$ cat config.mk
export PLATFORM = sky130hd
export DESIGN_NAME = riscv_kernel_host_ctrl
export DESIGN_NICKNAME = d
export VERILOG_FILES = /design/src/rtl/riscv_kernel_host_ctrl.sv
export SDC_FILE = /design/constraint.sdc
export NUM_CORES = 1
export LEC_CHECK = 0
export ABC_AREA = 0
export CAP_MARGIN = 20
export CORE_AREA = 2 2 252 379
export DETAILED_ROUTE_END_ITERATION = 8
export DIE_AREA = 0 0 254 381
export MAX_ROUTING_LAYER = met4
export PLACE_DENSITY_LB_ADDON = 0.15
export SKIP_LAST_GASP = 1
export SLEW_MARGIN = 40
export SYNTH_ARGS = -nofsm -noshare
export SYNTH_HDL_FRONTEND = slang
export SYNTH_SLANG_ARGS = --single-unit
$ cat constraint.sdc
create_clock -name ap_clk -period 4.7 [get_ports ap_clk]
set_clock_uncertainty 0.15 [all_clocks]
set_input_delay 0.94 -clock ap_clk [delete_from_list [all_inputs] [get_ports ap_clk]]
set_output_delay 0.94 -clock ap_clk [all_outputs]
set_load 0.005 [all_outputs]
$ cat src/rtl/riscv_kernel_host_ctrl.sv
// Host-side ap_ctrl launcher and dmem readback checker for riscv_kernel.
// Holds ap_start until ap_done, then streams N_WORDS reads and compares them against a golden table.
module riscv_kernel_host_ctrl #(
  parameter int unsigned AWIDTH  = 5,
  parameter int unsigned DWIDTH  = 32,
  parameter int unsigned N_WORDS = 10,
  parameter int unsigned TIMEOUT = 4096
) (
  input  logic              ap_clk,
  input  logic              ap_rst,
  input  logic              run,
  input  logic              gold_we,
  input  logic [AWIDTH-1:0] gold_addr,
  input  logic [DWIDTH-1:0] gold_d,
  output logic              k_ap_start,
  input  logic              k_ap_done,
  output logic [AWIDTH-1:0] rb_address0,
  output logic              rb_ce0,
  input  logic [DWIDTH-1:0] rb_q0,
  output logic              busy,
  output logic              done,
  output logic              pass,
  output logic              timeout,
  output logic [AWIDTH:0]   err_cnt,
  output logic [AWIDTH-1:0] first_err_addr
);

  localparam int unsigned EW    = AWIDTH + 1;
  localparam int unsigned TW    = (TIMEOUT > 1) ? $clog2(TIMEOUT) : 1;
  localparam int unsigned DEPTH = 2 ** AWIDTH;

  typedef enum logic [2:0] {
    S_IDLE,
    S_LAUNCH,
    S_READ,
    S_FLUSH,
    S_REPORT
  } state_e;

  state_e            state_q;
  logic [DWIDTH-1:0] gold_q [DEPTH];
  logic [TW-1:0]     tmo_cnt_q;
  logic              cmp_vld_q;
  logic [AWIDTH-1:0] cmp_tag_q;
  logic              k_ap_start_q;
  logic              rb_ce0_q;
  logic [AWIDTH-1:0] rb_address0_q;
  logic              busy_q;
  logic              done_q;
  logic              pass_q;
  logic              timeout_q;
  logic [EW-1:0]     err_cnt_q;
  logic [AWIDTH-1:0] first_err_addr_q;
  logic              mismatch;

  assign k_ap_start     = k_ap_start_q;
  assign rb_ce0         = rb_ce0_q;
  assign rb_address0    = rb_address0_q;
  assign busy           = busy_q;
  assign done           = done_q;
  assign pass           = pass_q;
  assign timeout        = timeout_q;
  assign err_cnt        = err_cnt_q;
  assign first_err_addr = first_err_addr_q;

  // rb_q0 is tagged by the address issued one cycle earlier
  assign mismatch = cmp_vld_q && (rb_q0 != gold_q[cmp_tag_q]);

  // Golden table is not reset; writes only land while idle
  always_ff @(posedge ap_clk) begin
    if (state_q == S_IDLE && gold_we) begin
      gold_q[gold_addr] <= gold_d;
    end
  end

  always_ff @(posedge ap_clk) begin
    if (ap_rst) begin
      state_q          <= S_IDLE;
      tmo_cnt_q        <= '0;
      cmp_vld_q        <= 1'b0;
      cmp_tag_q        <= '0;
      k_ap_start_q     <= 1'b0;
      rb_ce0_q         <= 1'b0;
      rb_address0_q    <= '0;
      busy_q           <= 1'b0;
      done_q           <= 1'b0;
      pass_q           <= 1'b0;
      timeout_q        <= 1'b0;
      err_cnt_q        <= '0;
      first_err_addr_q <= '0;
    end else begin
      done_q    <= 1'b0;
      cmp_vld_q <= rb_ce0_q;
      cmp_tag_q <= rb_address0_q;

      if (mismatch) begin
        if (err_cnt_q == '0) begin
          first_err_addr_q <= cmp_tag_q;
        end
        if (err_cnt_q != '1) begin
          err_cnt_q <= err_cnt_q + EW'(1);
        end
      end

      case (state_q)
        S_IDLE: begin
          if (run) begin
            pass_q           <= 1'b0;
            timeout_q        <= 1'b0;
            err_cnt_q        <= '0;
            first_err_addr_q <= '0;
            tmo_cnt_q        <= '0;
            k_ap_start_q     <= 1'b1;
            busy_q           <= 1'b1;
            state_q          <= S_LAUNCH;
          end
        end
        S_LAUNCH: begin
          if (k_ap_done) begin
            k_ap_start_q  <= 1'b0;
            rb_ce0_q      <= 1'b1;
            rb_address0_q <= '0;
            state_q       <= S_READ;
          end else if (tmo_cnt_q == TW'(TIMEOUT - 1)) begin
            timeout_q    <= 1'b1;
            k_ap_start_q <= 1'b0;
            state_q      <= S_REPORT;
          end else begin
            tmo_cnt_q <= tmo_cnt_q + TW'(1);
          end
        end
        S_READ: begin
          if (rb_address0_q == AWIDTH'(N_WORDS - 1)) begin
            rb_ce0_q      <= 1'b0;
            rb_address0_q <= '0;
            state_q       <= S_FLUSH;
          end else begin
            rb_address0_q <= rb_address0_q + AWIDTH'(1);
          end
        end
        S_FLUSH: begin
          state_q <= S_REPORT;
        end
        S_REPORT: begin
          pass_q  <= (err_cnt_q == '0) && !timeout_q;
          done_q  <= 1'b1;
          busy_q  <= 1'b0;
          state_q <= S_IDLE;
        end
        default: begin
          state_q <= S_IDLE;
        end
      endcase
    end
  end

endmodule

* After elaboration in Yosys (flattened, before gate mapping) *
Memories as Yosys holds them, arrays and structs flattened. A register that Yosys moved wholly into a read port is not among the register bits.
Index checks and enable logic that the tools add are counted.
W data, S select, Z words.

word-level totals
  register bits = 43
  latch bits = 0
  bits in writable memories = 1024
  bits in read-only memories = 0
  word-level logic and storage cells = 85
  memories kept = 1

memories
  memory  depth  width  read ports  clocked after memory_dff  wr ports  line  source
  gold_q  32     32     1           1                         1         41    logic [DWIDTH-1:0] gold_q [DEPTH];

cells by class
  add/subtract/negate cells = 3
  multipliers = 0
  div/mod/pow operators = 0
  $lt $le $gt $ge = 0
  equal/unequal tests = 15
  shift-type cells = 0
  mux-type cells = 37
  bitwise gates (word level) = 0
  reductions and logical operators = 16

operators with widths
  cell                     count
  $mux W12                 3
  $mux W5                  7
  $ne A32 B32 Y1           1
  $mux W6                  4
  $pmux W12 S2             1
  $add A12 B1 Y12 const B  1
  $eq A12 B12 Y1 const B   1
  $mux W3                  4
  $ne A2 B2 Y1 const B     6
  $pmux W3 S4              1
  $mux W1                  11
  $pmux W1 S2              5
  $pmux W5 S2              1
  $reduce_and A3 Y1        3
  $reduce_and A4 Y1        2
  $add A6 B1 Y6 const B    1
  $eq A3 B2 Y1 const B     2
  $logic_not A6 Y1         1
  $ne A6 B6 Y1 const B     1
  $reduce_bool A2 Y1       3
  $add A5 B1 Y5 const B    1
  $eq A5 B4 Y1 const B     1
  $reduce_and A2 Y1        2
  $eq A3 B1 Y1 const B     1
  5 further kinds          7

* Logic depth before layout (Yosys ltp) *
Gate-level depths: netlist (run 1).

  word-level depth = 5
  gate-level depth with buffers = 17
  depth with buffers taken out = 11

* Least setup slack after synthesis (run 1) *
Ideal clock, no wire load.

  path kind = in2reg
  from = in gold_we
  to = mem gold_q[12][0], enable pin
  library setup time = 0.421 ns
  arrival time = 2.917 ns
  slack = 1.212 ns
  cell stages on the path = 4
  buffers on the path = 1
  cells stage by stage = nand3b_1 -> or3_1 -> clkbuf_1 -> nor2_1

between the ends
  cells in the longest elaborated chain, start to end = 3

ends and longest elaborated chain
  element                        line  source
  start, declared                12    input logic gold_we,
  $logic_and A1 B1 Y1            71    if (state_q == S_IDLE && gold_we) begin
  $mux W1                        71
  $mux W1 (not written as such)  72    gold_q[gold_addr] <= gold_d;
  end, declared                  41

Every way passes these cells.

* Worst setup path in the final report (run 1) *
  from = reg cmp_tag_q[0]
  to = reg first_err_addr_q[0] (netlist: first_err_addr[0])

between the ends
  cells in the longest elaborated chain, start to end = 4

ends and longest elaborated chain
  element                 line  source
  start, declared         44    logic [AWIDTH-1:0] cmp_tag_q;
  start signal, assigned  94    cmp_tag_q <= rb_address0_q;
  $mux W5 *               97    if (err_cnt_q == '0) begin
  $mux W5 *               96    if (mismatch) begin
  $mux W5                 107   if (run) begin
  $mux W5 *               105   case (state_q)
  end signal, assigned    98    first_err_addr_q <= cmp_tag_q;
  end, declared           53    logic [AWIDTH-1:0] first_err_addr_q;

Every way passes the cells marked *; elsewhere a longest branch is shown, timed or not.
A chain may end at the register's enable or synchronous reset.

==> flow_summary.html, run 1 <==
<table>
<tr><th>Metric</th><th>Value</th></tr>
<tr><th colspan="2">Logic synthesis</th></tr>
<tr><td>Top FF cell, synth</td><td>sky130_fd_sc_hd__edfxtp_1</td></tr>
<tr><td>Mux share of post-synthesis cell area</td><td>0.134</td></tr>
<tr><td>Count of flip-flops with a built-in enable after synthesis</td><td>1024</td></tr>
<tr><td>Mean Syn Cell Area</td><td>18.4 um2</td></tr>
<tr><td>Number of distinct standard cells referenced by the synthesized netlist</td><td>61</td></tr>
<tr><td>Yosys warning total</td><td>0</td></tr>
<tr><td>Netlist Area Pre-Place</td><td>0.0418 mm2</td></tr>
<tr><td>Simple logic cell fraction of the synthesized area</td><td>0.0360</td></tr>
<tr><td>Post-synthesis async set-or-reset flop share</td><td>0</td></tr>
<tr><td>Adder-cell area share of the yosys netlist</td><td>0.00150</td></tr>
<tr><td>Post-synthesis xor/xnor area fraction</td><td>0.00922</td></tr>
<tr><td>Number of instances in the synthesized netlist</td><td>2274</td></tr>
<tr><td>Main combinational cell family by area after synthesis</td><td>multiplexers</td></tr>
<tr><td>Synthesized-area fraction occupied by ao, oa, aoi and oai cells</td><td>0.0468</td></tr>
<tr><td>Post-Synthesis Net Count</td><td>2353</td></tr>
<tr><td>Part of the Yosys area used for sequential elements</td><td>0.756</td></tr>
<tr><td>Number of flip-flops and latches in the synthesized netlist</td><td>1067</td></tr>
<tr><th colspan="2">Clocking</th></tr>
<tr><td>Maximum buffer depth of the clock tree</td><td>3</td></tr>
<tr><td>CTS sink cnt</td><td>1067</td></tr>
<tr><td>CTS-repair resized insts</td><td>0</td></tr>
<tr><td>Register clock-pin slew on the reported worst setup and hold paths</td><td>60 ps</td></tr>
<tr><td>Clock tree from TritonCTS</td><td>yes</td></tr>
<tr><td>Count of H-tree levels built during CTS</td><td>3</td></tr>
<tr><td>Post-CTS repair timing setup buffer count</td><td>0</td></tr>
<tr><td>Clk root buf</td><td>sky130_fd_sc_hd__clkbuf_16</td></tr>
<tr><td>Hold buffer count at CTS</td><td>0</td></tr>
<tr><td>Number of buffers created by CTS</td><td>97</td></tr>
<tr><td>Insertion delay of the later-clocked pin in the worst-skew pair</td><td>700 ps</td></tr>
<tr><th colspan="2">Cells and area</th></tr>
<tr><td>Syn-to-layout area delta</td><td>15.4%</td></tr>
<tr><td>Most common cell after layout, fill and taps aside</td><td>sky130_fd_sc_hd__edfxtp_1</td></tr>
<tr><td>Layout filler cell count</td><td>7629</td></tr>
<tr><td>Share of final-layout standard cells stronger than drive strength 1</td><td>0.165</td></tr>
<tr><td>Nets</td><td>2537</td></tr>
<tr><td>Commonest cells after routing, fill and taps aside</td><td>sky130_fd_sc_hd__edfxtp_1, sky130_fd_sc_hd__mux2i_1, sky130_fd_sc_hd__a22oi_1</td></tr>
<tr><th colspan="2">Placed design</th></tr>
<tr><td>Final HPWL DP</td><td>68400 um</td></tr>
<tr><td>Final estimated routing congestion in global placement</td><td>0.800</td></tr>
<tr><td>Number of buffer cells added on primary ports</td><td>95</td></tr>
<tr><td>Setup slack at placement</td><td>432 ps</td></tr>
<tr><th colspan="2">Setup path</th></tr>
<tr><td>Kind of critical path</td><td>flip-flop to flip-flop</td></tr>
<tr><td>Required @ worst endpoint</td><td>5100 ps</td></tr>
<tr><td>Crit. End Element</td><td>flip-flop</td></tr>
<tr><td>Bufs and invs on worst path</td><td>4</td></tr>
<tr><td>Stage delay of the slowest cell on the critical path</td><td>460 ps</td></tr>
<tr><td>Worst R2R Start</td><td>cmp_tag_q[0]$_SDFF_PP0_</td></tr>
<tr><td>CP Launch Type</td><td>flip-flop</td></tr>
<tr><td>Series of cell instances along the critical path</td><td>buf_12 -&gt; buf_12 -&gt; buf_4 -&gt; mux2i_1 -&gt; a221oi_1 -&gt; o21ai_0 -&gt; a211oi_1 -&gt; a21oi_1 -&gt; xor2_1 -&gt; nand3_1 -&gt; nor4_2 -&gt; buf_4 -&gt; nand2_2 -&gt; and4_1 -&gt; mux2i_1</td></tr>
<tr><td>Cell with the biggest individual delay on the critical path</td><td>sky130_fd_sc_hd__dfxtp_4</td></tr>
<tr><td>CP Data Arrival Time</td><td>4680 ps</td></tr>
<tr><td>Largest delay contributor family on the critical path</td><td>compound AO/OA/AOI/OAI gates</td></tr>
<tr><td>Crit. Startpoint</td><td>cmp_tag_q[0]$_SDFF_PP0_</td></tr>
<tr><td>Maximum fanout encountered on the critical timing path</td><td>23</td></tr>
<tr><th colspan="2">Route</th></tr>
<tr><td>Number of vias after detailed routing</td><td>22500</td></tr>
<tr><td>Ratio of routed vias to standard cells</td><td>5.92</td></tr>
<tr><td>WL/cell</td><td>31.2 um</td></tr>
<tr><td>Sum of routed wire length over all layers</td><td>118000 um</td></tr>
<tr><td>Post-detailed-route count of antenna-violating nets</td><td>0</td></tr>
<tr><td>Drt first-iter violations</td><td>2109</td></tr>
<tr><td>Router iterations before antenna repair</td><td>5</td></tr>
<tr><td>Drc violations</td><td>0</td></tr>
<tr><th colspan="2">Power</th></tr>
<tr><td>Portion of total power attributed to sequential cells</td><td>0.543</td></tr>
<tr><td>Switching Fraction</td><td>0.208</td></tr>
<tr><td>Part of the power in combinational logic</td><td>0.048</td></tr>
<tr><td>PwrDens</td><td>402 mW/mm2</td></tr>
<tr><td>Lkg Pwr</td><td>0.0144 uW</td></tr>
<tr><td>Relative contribution of the clock network to total power</td><td>0.409</td></tr>
<tr><td>Internal cell power</td><td>15400 uW</td></tr>
<tr><td>Psw</td><td>4030 uW</td></tr>
<tr><td>Worst vdd ir</td><td>0.271 mV</td></tr>
<tr><th colspan="2">Min path</th></tr>
<tr><td>Hold path startpoint</td><td>first_err_addr[2]$_SDFF_PP0_</td></tr>
<tr><td>Classification of the worst-slack hold path</td><td>flip-flop to flip-flop</td></tr>
<tr><th colspan="2">Job</th></tr>
<tr><td>Maximum Capacitance Violations</td><td>0</td></tr>
<tr><th colspan="2">Global route</th></tr>
<tr><td>GRT Resource Usage Total</td><td>0.255</td></tr>
<tr><td>Number of antenna violations at the first check in global routing</td><td>10</td></tr>
<tr><td>Maximum number of pins on one net before global-route repair</td><td>74</td></tr>
<tr><td>Wire length of the first global-routing pass</td><td>168000 um</td></tr>
<tr><td>Via count of the first global-routing pass</td><td>22700</td></tr>
<tr><td>GRT Residual Overflow</td><td>0</td></tr>
<tr><th colspan="2">Timing</th></tr>
<tr><td>Unrepaired setup endpoints after global routing</td><td>no</td></tr>
<tr><td>Final Max Tran Viols</td><td>0</td></tr>
<tr><td>Post-route minimum period</td><td>4280 ps</td></tr>
<tr><td>Fmax</td><td>234 MHz</td></tr>
<tr><td>Share of the clock period used by the worst path after layout</td><td>0.910</td></tr>
<tr><td>Max-slew headroom at the worst pin</td><td>0.424</td></tr>
<tr><td>Final Setup Violations</td><td>0</td></tr>
<tr><td>Slew of the pin with the lowest slew margin</td><td>864 ps</td></tr>
<tr><td>Hold violation total from the final report</td><td>0</td></tr>
<tr><td>Crit path setup slack, layout</td><td>421 ps</td></tr>
<tr><td>Sum of negative setup slack</td><td>0 ps</td></tr>
<tr><th colspan="2">Floorplanning</th></tr>
<tr><td>Number of standard-cell rows in the floorplan</td><td>138</td></tr>
<tr><td>Horizontal extent of the die</td><td>254 um</td></tr>
<tr><td>Y dimension of the die</td><td>381 um</td></tr>
<tr><td>Area of the core</td><td>0.0936 mm2</td></tr>
<tr><td>Boundary Pins</td><td>96</td></tr>
<tr><td>Total die area</td><td>0.0968 mm2</td></tr>
<tr><td>Initial cell density of the core</td><td>0.447</td></tr>
<tr><th colspan="2">Run status</th></tr>
<tr><td>Status</td><td>complete, no violations</td></tr>
</table>
-- registers in the layout, indices dropped and copies added, names as in the netlist --
signal and count:
cmp_tag_q 5, pass 1, rb_ce0 1, first_err_addr 5, tmo_cnt_q 12, k_ap_start 1
busy 1, gold_q 1024, err_cnt 6, done 1, state_q 3, cmp_vld_q 1
rb_address0 5, timeout 1
-- metrics by stage --
stage	instance area, um2	power (uW)	hold WS [ps]	cells	utilization
global route	48300	20000	356	3798	0.516
detailed placement	45100	11700	325	3619	0.482
CTS	48300	19600	337	3790	0.516
floorplan	41800	11300	301	2274	-
finish	48300	19400	329	3799	0.516
global placement	45200	11700	319	3619	0.483
-- kinds of logic after synthesis --
| family | Yosys count |
|---|---|
| fa+ha+maj | 5 |
| flops | 1067 |
| simple gates | 304 |
| compound gates | 268 |
| xor+xnor | 44 |
| buf+inv | 131 |
| mux | 455 |
-- layer usage --
layer,vias up,track usage,part of all wire
li1,9587,-,-
met1,12000,0.318,0.40
met2,682,0.432,0.52
met3,209,0.0345,0.050
met4,0,0.0813,0.032
met5,-,-,0
-- synth_stat cells (2+ instances only) --
| library cell | number | area [um2] |
|---|---|---|
| sky130_fd_sc_hd__nor3_1 | 9 | 45.0 |
| sky130_fd_sc_hd__a21oi_1 | 26 | 130 |
| sky130_fd_sc_hd__or3_1 | 6 | 37.5 |
| sky130_fd_sc_hd__nor2b_1 | 9 | 56.3 |
| sky130_fd_sc_hd__buf_2 | 52 | 260 |
| sky130_fd_sc_hd__mux4_2 | 82 | 1850 |
| sky130_fd_sc_hd__or4_1 | 2 | 15.0 |
| sky130_fd_sc_hd__and2_1 | 5 | 31.3 |
| sky130_fd_sc_hd__nand4_1 | 26 | 163 |
| sky130_fd_sc_hd__edfxtp_1 | 1024 | 30700 |
| sky130_fd_sc_hd__mux2_2 | 4 | 45.0 |
| sky130_fd_sc_hd__and3_1 | 10 | 62.6 |
| sky130_fd_sc_hd__a22oi_1 | 156 | 1170 |
| sky130_fd_sc_hd__nor2_1 | 74 | 278 |
| sky130_fd_sc_hd__a211oi_1 | 3 | 22.5 |
| sky130_fd_sc_hd__a31oi_1 | 9 | 56.3 |
| sky130_fd_sc_hd__buf_4 | 17 | 128 |
| sky130_fd_sc_hd__nor4_1 | 2 | 12.5 |
| sky130_fd_sc_hd__o21ai_1 | 3 | 15.0 |
| sky130_fd_sc_hd__or2_2 | 3 | 18.8 |
| sky130_fd_sc_hd__o211ai_1 | 2 | 15.0 |
| sky130_fd_sc_hd__nand2b_1 | 9 | 56.3 |
| sky130_fd_sc_hd__xor2_1 | 18 | 158 |
| sky130_fd_sc_hd__nand2_1 | 56 | 210 |
| sky130_fd_sc_hd__nor4_2 | 2 | 25.0 |
| sky130_fd_sc_hd__o31ai_1 | 2 | 15.0 |
| sky130_fd_sc_hd__nand3b_1 | 4 | 30.0 |
| sky130_fd_sc_hd__mux2i_1 | 369 | 3690 |
| sky130_fd_sc_hd__o21ai_0 | 18 | 90.1 |
| sky130_fd_sc_hd__nand3_1 | 77 | 385 |
| sky130_fd_sc_hd__dfxtp_1 | 43 | 861 |
| sky130_fd_sc_hd__buf_1 | 11 | 41.3 |
| sky130_fd_sc_hd__a221oi_1 | 27 | 236 |
| sky130_fd_sc_hd__buf_6 | 12 | 135 |
| sky130_fd_sc_hd__a211o_1 | 2 | 17.5 |
| sky130_fd_sc_hd__a21o_1 | 4 | 30.0 |
| sky130_fd_sc_hd__inv_1 | 10 | 37.5 |
| sky130_fd_sc_hd__ha_1 | 5 | 62.6 |
| sky130_fd_sc_hd__xnor2_1 | 26 | 228 |
| sky130_fd_sc_hd__and4_1 | 4 | 35.0 |
| sky130_fd_sc_hd__a221o_1 | 3 | 30.0 |
| sky130_fd_sc_hd__clkbuf_1 | 29 | 109 |
-- power by group through the flow --
stage / Sequential, uW / Clock, uW / Combinational (uW)
after floorplan: 10700 / 0 / 525
after global placement: 10800 / 0 / 934
after detailed placement: 10800 / 0 / 936
after CTS: 10500 / 8090 / 939
after global routing: 10500 / 8420 / 992
final: 10500 / 7950 / 926
-- worst register-to-register path, delay by kind of cell, from the launching register on --
kind	cells	cell delay, ps
xor gates and xnor gates	1	410
buffers and inverters	4	980
muxes	2	270
AOI/OAI and AO/OA	4	990
and+or+nand+nor	4	890
DFF	1	460
-- cell type report --
class                      instances  area [um2]  area share
clock buffer                     116        2600      0.0539
antenna                            9        22.5    0.000467
clock inverter                    55         547      0.0113
timing repair buffer             206        2070      0.0430
inverter                          10        37.5    0.000778
tap                             1260        1580      0.0327
sequential                      1067       31600       0.655
multi-input combinational       1076        9780       0.203
-- worst paths after layout --
| check | endpoint | slack, ps | depth (start not counted) |
|---|---|---|---|
| worst min register to register | first_err_addr[2]$_SDFF_PP0_ | 330 | 2 |
| worst min-delay path | first_err_addr[2]$_SDFF_PP0_ | 330 | 2 |
| worst max register to register | first_err_addr[0]$_SDFF_PP0_ | 420 | 15 |
| worst max-delay path | first_err_addr[0]$_SDFF_PP0_ | 420 | 15 |
(Power assumes the default switching activity.)
==> inputs of run 2 (changes only) <==
- CTS_CLUSTER_DIAMETER: default -> 100
- clock period: 4.7 -> 3.9 ns (I/O delays scaled with it)
==> run 2 against run 1 <==
Net effect: the flow now finishes with violations (setup timing); maximum frequency is 9.5% higher; setup slack got worse by 430 ps; non-clock buffer count up 93; routed wire length rose by 1.9%.
==> flow_summary.html, run 2 (synthesis gave the netlist of run 1 again) <==
<table>
<tr><th>Metric</th><th>Value</th></tr>
<tr><th colspan="2">Global route</th></tr>
<tr><td>GRT Resource Usage Total</td><td>0.256</td></tr>
<tr><td>Wire length of the first global-routing pass</td><td>168000 um</td></tr>
<tr><td>Number of antenna violations at the first check in global routing</td><td>7</td></tr>
<tr><td>GRT Residual Overflow</td><td>0</td></tr>
<tr><td>Maximum number of pins on one net before global-route repair</td><td>52</td></tr>
<tr><td>Via count of the first global-routing pass</td><td>23200</td></tr>
<tr><th colspan="2">Setup path</th></tr>
<tr><td>Series of cell instances along the critical path</td><td>buf_12 -&gt; buf_6 -&gt; buf_16 -&gt; buf_12 -&gt; buf_4 -&gt; mux4_2 -&gt; o21a_1 -&gt; o32ai_2 -&gt; o21ai_1 -&gt; xnor2_2 -&gt; nand3_2 -&gt; nor4_4 -&gt; buf_4 -&gt; nand2_2 -&gt; buf_4 -&gt; a211o_1 -&gt; nand2_1</td></tr>
<tr><td>Bufs and invs on worst path</td><td>7</td></tr>
<tr><td>Maximum fanout encountered on the critical timing path</td><td>9</td></tr>
<tr><td>Stage delay of the slowest cell on the critical path</td><td>500 ps</td></tr>
<tr><td>Largest delay contributor family on the critical path</td><td>buffers and inverters</td></tr>
<tr><td>Required @ worst endpoint</td><td>4380 ps</td></tr>
<tr><td>Kind of critical path</td><td>flip-flop to flip-flop</td></tr>
<tr><td>Cell with the biggest individual delay on the critical path</td><td>sky130_fd_sc_hd__mux4_2</td></tr>
<tr><td>Crit. End Element</td><td>flip-flop</td></tr>
<tr><td>Cell repeated most along the worst path</td><td>sky130_fd_sc_hd__buf_4</td></tr>
<tr><td>CP Launch Type</td><td>flip-flop</td></tr>
<tr><td>CP Data Arrival Time</td><td>4380 ps</td></tr>
<tr><th colspan="2">Power</th></tr>
<tr><td>PwrDens</td><td>478 mW/mm2</td></tr>
<tr><td>Internal cell power</td><td>18800 uW</td></tr>
<tr><td>Worst vdd ir</td><td>0.332 mV</td></tr>
<tr><td>Relative contribution of the clock network to total power</td><td>0.413</td></tr>
<tr><td>Psw</td><td>5030 uW</td></tr>
<tr><td>Lkg Pwr</td><td>0.0152 uW</td></tr>
<tr><td>Portion of total power attributed to sequential cells</td><td>0.534</td></tr>
<tr><td>Switching Fraction</td><td>0.211</td></tr>
<tr><td>Part of the power in combinational logic</td><td>0.053</td></tr>
<tr><th colspan="2">Placed design</th></tr>
<tr><td>Final estimated routing congestion in global placement</td><td>0.866</td></tr>
<tr><td>Number of buffer cells added on primary ports</td><td>95</td></tr>
<tr><td>Final HPWL DP</td><td>70200 um</td></tr>
<tr><td>Number of placed instances, taps included</td><td>3664</td></tr>
<tr><th colspan="2">Cells and area</th></tr>
<tr><td>Nets</td><td>2630</td></tr>
<tr><td>Most common cell after layout, fill and taps aside</td><td>sky130_fd_sc_hd__edfxtp_1</td></tr>
<tr><td>Commonest cells after routing, fill and taps aside</td><td>sky130_fd_sc_hd__edfxtp_1, sky130_fd_sc_hd__mux2i_1, sky130_fd_sc_hd__a22oi_1</td></tr>
<tr><td>Max reg flops</td><td>1024</td></tr>
<tr><td>Layout filler cell count</td><td>7447</td></tr>
<tr><td>Cell Count, Final, Fillers Out</td><td>3896</td></tr>
<tr><td>Syn-to-layout area delta</td><td>19.1%</td></tr>
<tr><td>Share of final-layout standard cells stronger than drive strength 1</td><td>0.209</td></tr>
<tr><td>Register name with the most flops</td><td>gold_q</td></tr>
<tr><th colspan="2">Clocking</th></tr>
<tr><td>CTS sink cnt</td><td>1067</td></tr>
<tr><td>Clock tree from TritonCTS</td><td>yes</td></tr>
<tr><td>Count of H-tree levels built during CTS</td><td>3</td></tr>
<tr><td>Clk root buf</td><td>sky130_fd_sc_hd__clkbuf_16</td></tr>
<tr><td>Register clock-pin slew on the reported worst setup and hold paths</td><td>70 ps</td></tr>
<tr><td>Number of buffers created by CTS</td><td>97</td></tr>
<tr><td>Insertion delay of the later-clocked pin in the worst-skew pair</td><td>710 ps</td></tr>
<tr><td>Maximum buffer depth of the clock tree</td><td>3</td></tr>
<tr><th colspan="2">Route</th></tr>
<tr><td>WL/cell</td><td>31.0 um</td></tr>
<tr><td>Number of vias after detailed routing</td><td>23000</td></tr>
<tr><td>Router iterations before antenna repair</td><td>5</td></tr>
<tr><td>Post-detailed-route count of antenna-violating nets</td><td>0</td></tr>
<tr><td>Drc violations</td><td>0</td></tr>
<tr><td>Sum of routed wire length over all layers</td><td>121000 um</td></tr>
<tr><td>Ratio of routed vias to standard cells</td><td>5.89</td></tr>
<tr><td>Drt first-iter violations</td><td>1951</td></tr>
<tr><th colspan="2">Run status</th></tr>
<tr><td>Failing checks</td><td>setup timing</td></tr>
<tr><td>Status</td><td>finished with violations</td></tr>
<tr><th colspan="2">Floorplanning</th></tr>
<tr><td>Horizontal extent of the die</td><td>254 um</td></tr>
<tr><td>Number of standard-cell rows in the floorplan</td><td>138</td></tr>
<tr><td>Y dimension of the die</td><td>381 um</td></tr>
<tr><td>Area of the core</td><td>0.0936 mm2</td></tr>
<tr><td>Initial cell density of the core</td><td>0.447</td></tr>
<tr><td>Boundary Pins</td><td>96</td></tr>
<tr><td>Total die area</td><td>0.0968 mm2</td></tr>
<tr><th colspan="2">Timing</th></tr>
<tr><td>Fmax</td><td>256 MHz</td></tr>
<tr><td>Slew of the pin with the lowest slew margin</td><td>831 ps</td></tr>
<tr><td>Crit path setup slack, layout</td><td>-6.03 ps</td></tr>
<tr><td>Final Max Tran Viols</td><td>0</td></tr>
<tr><td>Share of the clock period used by the worst path after layout</td><td>1.00</td></tr>
<tr><td>Post-route minimum period</td><td>3910 ps</td></tr>
<tr><td>Final Setup Violations</td><td>1</td></tr>
<tr><td>Max-slew headroom at the worst pin</td><td>0.446</td></tr>
<tr><td>Hold violation total from the final report</td><td>0</td></tr>
<tr><td>Final-layout worst hold slack</td><td>345 ps</td></tr>
<tr><td>Unrepaired setup endpoints after global routing</td><td>yes</td></tr>
<tr><th colspan="2">Min path</th></tr>
<tr><td>Classification of the worst-slack hold path</td><td>flip-flop to flip-flop</td></tr>
<tr><th colspan="2">Job</th></tr>
<tr><td>Maximum Capacitance Violations</td><td>0</td></tr>
</table>
==> run 2: cell types whose count changed in the layout (fill, tap and decap cells not counted), moves of 4 or more <==
cell                        previous run  this run
sky130_fd_sc_hd__buf_16                0        10
sky130_fd_sc_hd__diode_2               9         4
sky130_fd_sc_hd__clkinv_2             12        21
sky130_fd_sc_hd__buf_4                75       133
sky130_fd_sc_hd__clkbuf_1             13         8
sky130_fd_sc_hd__clkbuf_16           101       107
sky130_fd_sc_hd__buf_12               36        48
sky130_fd_sc_hd__mux2i_2               0         4
sky130_fd_sc_hd__mux2i_4               0         6
sky130_fd_sc_hd__clkinv_1             24        20
sky130_fd_sc_hd__mux2i_1             369       359
==> run 2: per-layer routing <==
metal / part of all wire / GRT usage
met1: 0.38 / 0.311
met2: 0.53 / 0.436
met3: 0.059 / 0.0351
met4: 0.036 / 0.0901
met5: 0 / -
==> run 2: path summary, 6_finish.rpt <==
check / start / end / slack [ps] / cells after the start
worst max-delay path: cmp_tag_q[0]$_SDFF_PP0_ / err_cnt[1]$_SDFF_PP0_ / -6 / 17
worst min-delay path: rb_ce0$_SDFFE_PP0P_ / cmp_vld_q$_SDFF_PP0_ / 340 / 1
worst max register to register: cmp_tag_q[0]$_SDFF_PP0_ / err_cnt[1]$_SDFF_PP0_ / -6 / 17
worst min register to register: rb_ce0$_SDFFE_PP0P_ / cmp_vld_q$_SDFF_PP0_ / 340 / 1
==> run 2: power by group through the flow <==
| stage | combinational, uW | clock (uW) | sequential [uW] |
|---|---|---|---|
| floorplan | 632 | 0 | 12900 |
| global placement | 1160 | 0 | 13000 |
| detailed placement | 1170 | 0 | 13000 |
| CTS | 1200 | 9990 | 12700 |
| global route | 1340 | 10400 | 12700 |
| finish | 1260 | 9830 | 12700 |
==> run 2: what timing repair did <==
| item | in CTS | in global routing |
|---|---|---|
| endpoints found under the setup margin | 11 | 10 |
| pin swaps | 5 | 9 |
| hold buffers | 0 | 0 |
| gates resized for setup | 17 | 39 |
| setup buffers | 13 | 25 |
| gates cloned | 2 | 9 |
==> run 2: final cells by class <==
class / count / area (um2) / area share
Antenna cell: 4 / 10.0 / 0.000201
Clock inverter: 72 / 756 / 0.0152
Clock buffer: 108 / 2510 / 0.0504
Sequential cell: 1067 / 31600 / 0.635
Tap cell: 1260 / 1580 / 0.0317
Multi-Input combinational cell: 1076 / 9960 / 0.200
Inverter: 10 / 37.5 / 0.000754
Timing Repair Buffer: 299 / 3320 / 0.0667
==> run 2: worst reg2reg max path, stage by stage, from the launching register on <==
cell,delay (ps)
sky130_fd_sc_hd__dfxtp_4,420
sky130_fd_sc_hd__buf_12,170
sky130_fd_sc_hd__buf_6,140
sky130_fd_sc_hd__buf_16,130
sky130_fd_sc_hd__buf_12,140
sky130_fd_sc_hd__buf_4,120
sky130_fd_sc_hd__mux4_2,500
sky130_fd_sc_hd__o21a_1,200
sky130_fd_sc_hd__o32ai_2,110
sky130_fd_sc_hd__o21ai_1,130
sky130_fd_sc_hd__xnor2_2,260
sky130_fd_sc_hd__nand3_2,160
sky130_fd_sc_hd__nor4_4,450
sky130_fd_sc_hd__buf_4,200
sky130_fd_sc_hd__nand2_2,50
sky130_fd_sc_hd__buf_4,160
sky130_fd_sc_hd__a211o_1,270
sky130_fd_sc_hd__nand2_1,80
==> run 2: stage by stage <==
stage                     total power (uW)  TNS (ps)   util  instance area (um2)  worst slack [ps]
after floorplan                      13600         0      -                41800               572
after global placement               14100     -4320  0.489                45800              -425
after detailed placement             14100     -4050  0.488                45700              -407
after CTS                            23900    -0.728  0.526                49200            -0.728
after global routing                 24400      -808  0.532                49800              -102
final                                23800     -6.03  0.532                49800             -6.03
==> inputs of run 3 (changes only) <==
- ABC_AREA: 0 -> default
- clock period: 3.9 -> 4.4 ns (I/O delays scaled with it)
==> run 3 against run 2 <==
Net effect: first-iteration DRC count grew 5.1%; largest cell class unchanged; critical endpoint is now err_cnt[4]$_SDFF_PP0_; the run now ends clean; core utilization shrank 1.4 points; critical path type unchanged; power shrank 12%; highest routed layer unchanged; sequential cell count is the same.
==> flow_summary.html, run 3 (synthesis gave the netlist of run 1 again) <==
<table>
<tr><th>Metric</th><th>Value</th></tr>
<tr><th colspan="2">Floorplanning</th></tr>
<tr><td>Initial cell density of the core</td><td>0.447</td></tr>
<tr><td>Area of the core</td><td>0.0936 mm2</td></tr>
<tr><td>Y dimension of the die</td><td>381 um</td></tr>
<tr><td>Total die area</td><td>0.0968 mm2</td></tr>
<tr><td>Horizontal extent of the die</td><td>254 um</td></tr>
<tr><td>Number of standard-cell rows in the floorplan</td><td>138</td></tr>
<tr><td>Boundary Pins</td><td>96</td></tr>
<tr><th colspan="2">Setup path</th></tr>
<tr><td>Required @ worst endpoint</td><td>4840 ps</td></tr>
<tr><td>Kind of critical path</td><td>flip-flop to flip-flop</td></tr>
<tr><td>Destination of the worst register-to-register timing path</td><td>err_cnt[4]$_SDFF_PP0_</td></tr>
<tr><td>Cell repeated most along the worst path</td><td>sky130_fd_sc_hd__buf_4</td></tr>
<tr><td>Slack of the worst reg-to-reg path</td><td>110 ps</td></tr>
<tr><td>Worst R2R Start</td><td>cmp_tag_q[0]$_SDFF_PP0_</td></tr>
<tr><td>Stage delay of the slowest cell on the critical path</td><td>650 ps</td></tr>
<tr><td>Maximum fanout encountered on the critical timing path</td><td>38</td></tr>
<tr><td>CP Launch Type</td><td>flip-flop</td></tr>
<tr><td>CP Data Arrival Time</td><td>4730 ps</td></tr>
<tr><td>Crit. End Element</td><td>flip-flop</td></tr>
<tr><td>Cell with the biggest individual delay on the critical path</td><td>sky130_fd_sc_hd__or4_1</td></tr>
<tr><td>Bufs and invs on worst path</td><td>4</td></tr>
<tr><td>Depth of the most critical reg-to-reg path</td><td>15</td></tr>
<tr><td>Series of cell instances along the critical path</td><td>buf_12 -&gt; buf_4 -&gt; mux2i_1 -&gt; a22oi_1 -&gt; nand3_1 -&gt; nand4_1 -&gt; xnor2_1 -&gt; nand2_1 -&gt; or4_1 -&gt; nor4_4 -&gt; buf_4 -&gt; nand2_2 -&gt; buf_4 -&gt; nor4b_1 -&gt; nor3_1</td></tr>
<tr><td>Largest delay contributor family on the critical path</td><td>simple AND/OR/NAND/NOR gates</td></tr>
<tr><th colspan="2">Clocking</th></tr>
<tr><td>Maximum buffer depth of the clock tree</td><td>3</td></tr>
<tr><td>CTS sink cnt</td><td>1067</td></tr>
<tr><td>Number of buffers created by CTS</td><td>97</td></tr>
<tr><td>Insertion delay of the later-clocked pin in the worst-skew pair</td><td>700 ps</td></tr>
<tr><td>Count of H-tree levels built during CTS</td><td>3</td></tr>
<tr><td>Hold buffer count at CTS</td><td>0</td></tr>
<tr><td>Clock tree from TritonCTS</td><td>yes</td></tr>
<tr><td>Clk root buf</td><td>sky130_fd_sc_hd__clkbuf_16</td></tr>
<tr><td>Register clock-pin slew on the reported worst setup and hold paths</td><td>70 ps</td></tr>
<tr><th colspan="2">Global route</th></tr>
<tr><td>GRT Residual Overflow</td><td>0</td></tr>
<tr><td>Number of antenna violations at the first check in global routing</td><td>7</td></tr>
<tr><td>Most heavily used metal layer in global routing</td><td>met2</td></tr>
<tr><td>Wire length of the first global-routing pass</td><td>169000 um</td></tr>
<tr><td>Met1 Resource Use GR</td><td>0.318</td></tr>
<tr><td>Maximum number of pins on one net before global-route repair</td><td>54</td></tr>
<tr><td>Global routing met2 resource utilization</td><td>0.437</td></tr>
<tr><td>Grt met3 use</td><td>0.0340</td></tr>
<tr><td>GRT Resource Usage Total</td><td>0.256</td></tr>
<tr><td>Via count of the first global-routing pass</td><td>23000</td></tr>
<tr><th colspan="2">Timing</th></tr>
<tr><td>Post-route minimum period</td><td>4290 ps</td></tr>
<tr><td>Share of the clock period used by the worst path after layout</td><td>0.975</td></tr>
<tr><td>Hold violation total from the final report</td><td>0</td></tr>
<tr><td>Sum of negative setup slack</td><td>0 ps</td></tr>
<tr><td>Fmax</td><td>233 MHz</td></tr>
<tr><td>Unrepaired setup endpoints after global routing</td><td>no</td></tr>
<tr><td>Final Max Tran Viols</td><td>0</td></tr>
<tr><td>Slew of the pin with the lowest slew margin</td><td>836 ps</td></tr>
<tr><td>Final Setup Violations</td><td>0</td></tr>
<tr><td>Max-slew headroom at the worst pin</td><td>0.442</td></tr>
<tr><th colspan="2">Power</th></tr>
<tr><td>PwrDens</td><td>430 mW/mm2</td></tr>
<tr><td>Worst vdd ir</td><td>0.298 mV</td></tr>
<tr><td>Total power draw</td><td>20800 uW</td></tr>
<tr><td>Lkg Pwr</td><td>0.0146 uW</td></tr>
<tr><th colspan="2">Route</th></tr>
<tr><td>Post-detailed-route count of antenna-violating nets</td><td>0</td></tr>
<tr><td>Drt first-iter violations</td><td>2050</td></tr>
<tr><td>Number of vias after detailed routing</td><td>22500</td></tr>
<tr><td>Drc violations</td><td>0</td></tr>
<tr><td>Ratio of routed vias to standard cells</td><td>5.89</td></tr>
<tr><td>Router iterations before antenna repair</td><td>7</td></tr>
<tr><td>Sum of routed wire length over all layers</td><td>119000 um</td></tr>
<tr><td>WL/cell</td><td>31.2 um</td></tr>
<tr><th colspan="2">Min path</th></tr>
<tr><td>Hold-critical path endpoint</td><td>tmo_cnt_q[9]$_SDFFE_PP0P_</td></tr>
<tr><td>Classification of the worst-slack hold path</td><td>flip-flop to flip-flop</td></tr>
<tr><td>Hold path startpoint</td><td>tmo_cnt_q[9]$_SDFFE_PP0P_</td></tr>
<tr><td>Worst hold path cell count</td><td>2</td></tr>
<tr><th colspan="2">Placed design</th></tr>
<tr><td>Area after DPL</td><td>0.0453 mm2</td></tr>
<tr><td>Final HPWL DP</td><td>70300 um</td></tr>
<tr><td>Number of buffer cells added on primary ports</td><td>95</td></tr>
<tr><td>Final estimated routing congestion in global placement</td><td>0.838</td></tr>
<tr><th colspan="2">Cells and area</th></tr>
<tr><td>Cell area after layout</td><td>0.0485 mm2</td></tr>
<tr><td>Area of all sequential standard cells</td><td>0.0316 mm2</td></tr>
<tr><td>Register name with the most flops</td><td>gold_q</td></tr>
<tr><td>Syn-to-layout area delta</td><td>15.9%</td></tr>
<tr><td>Area occupied by multi-input gates</td><td>0.00980 mm2</td></tr>
<tr><td>Most common cell after layout, fill and taps aside</td><td>sky130_fd_sc_hd__edfxtp_1</td></tr>
<tr><td>Nets</td><td>2551</td></tr>
<tr><td>Commonest cells after routing, fill and taps aside</td><td>sky130_fd_sc_hd__edfxtp_1, sky130_fd_sc_hd__mux2i_1, sky130_fd_sc_hd__a22oi_1</td></tr>
<tr><td>Max reg flops</td><td>1024</td></tr>
<tr><td>Share of final-layout standard cells stronger than drive strength 1</td><td>0.174</td></tr>
<tr><td>Layout filler cell count</td><td>7607</td></tr>
<tr><td>Utilization after layout</td><td>0.518</td></tr>
<tr><th colspan="2">Job</th></tr>
<tr><td>Maximum Capacitance Violations</td><td>0</td></tr>
<tr><th colspan="2">Run status</th></tr>
<tr><td>Status</td><td>complete, no violations</td></tr>
</table>
run 3: worst min-delay path: stages (launching register included):
cell and delay [ps]:
sky130_fd_sc_hd__dfxtp_1 320, sky130_fd_sc_hd__o21ai_0 70, sky130_fd_sc_hd__a21oi_1 60
run 3: cell type report:
class                      count  area share
sequential                  1067       0.652
multi-input combinational   1076       0.202
clock buffer                 117      0.0527
timing repair buffer         220      0.0457
tap                         1260      0.0325
clock inverter                61      0.0135
inverter                      10    0.000774
antenna                        6    0.000310
run 3: repair_timing:
| action | 4_1_cts | 5_1_grt |
|---|---|---|
| gates resized for setup | 0 | 3 |
| setup endpoints to repair | 0 | 10 |
| buffers inserted | 0 | 0 |
run 3: per-layer routing:
layer	vias up	wire length (um)
li1	9612	-
met1	11900	47100
met2	828	62200
met3	196	6350
met4	0	3440
met5	-	0
run 3: power by group:
group,switching [uW],internal [uW],leakage [uW]
logic,623,381,0.00344
clock network,3720,4850,0.00156
registers,41.3,11200,0.00957
run 3: through the flow:
step	setup slack, ps	instances	hold WS, ps
6_report	112	3817	343
5_1_grt	76.2	3817	375
4_1_cts	1.85	3811	345
3_5_place_dp	66.6	3633	336
3_3_place_gp	70.3	3633	318
2_1_floorplan	972	2274	301
run 3: how the worst max path moves through the flow:
stage	slack, ps	from	cells past startpoint	end
floorplan	970	gold_we	4	gold_q[12][0]$_DFFE_PP_
global placement	70	cmp_tag_q[0]$_SDFF_PP0_	13	err_cnt[4]$_SDFF_PP0_
detailed placement	70	cmp_tag_q[0]$_SDFF_PP0_	13	first_err_addr[4]$_SDFF_PP0_
CTS	2	cmp_tag_q[2]$_SDFF_PP0_	13	first_err_addr[4]$_SDFF_PP0_
global route	80	cmp_tag_q[0]$_SDFF_PP0_	14	first_err_addr[4]$_SDFF_PP0_
finish	110	cmp_tag_q[0]$_SDFF_PP0_	15	err_cnt[4]$_SDFF_PP0_
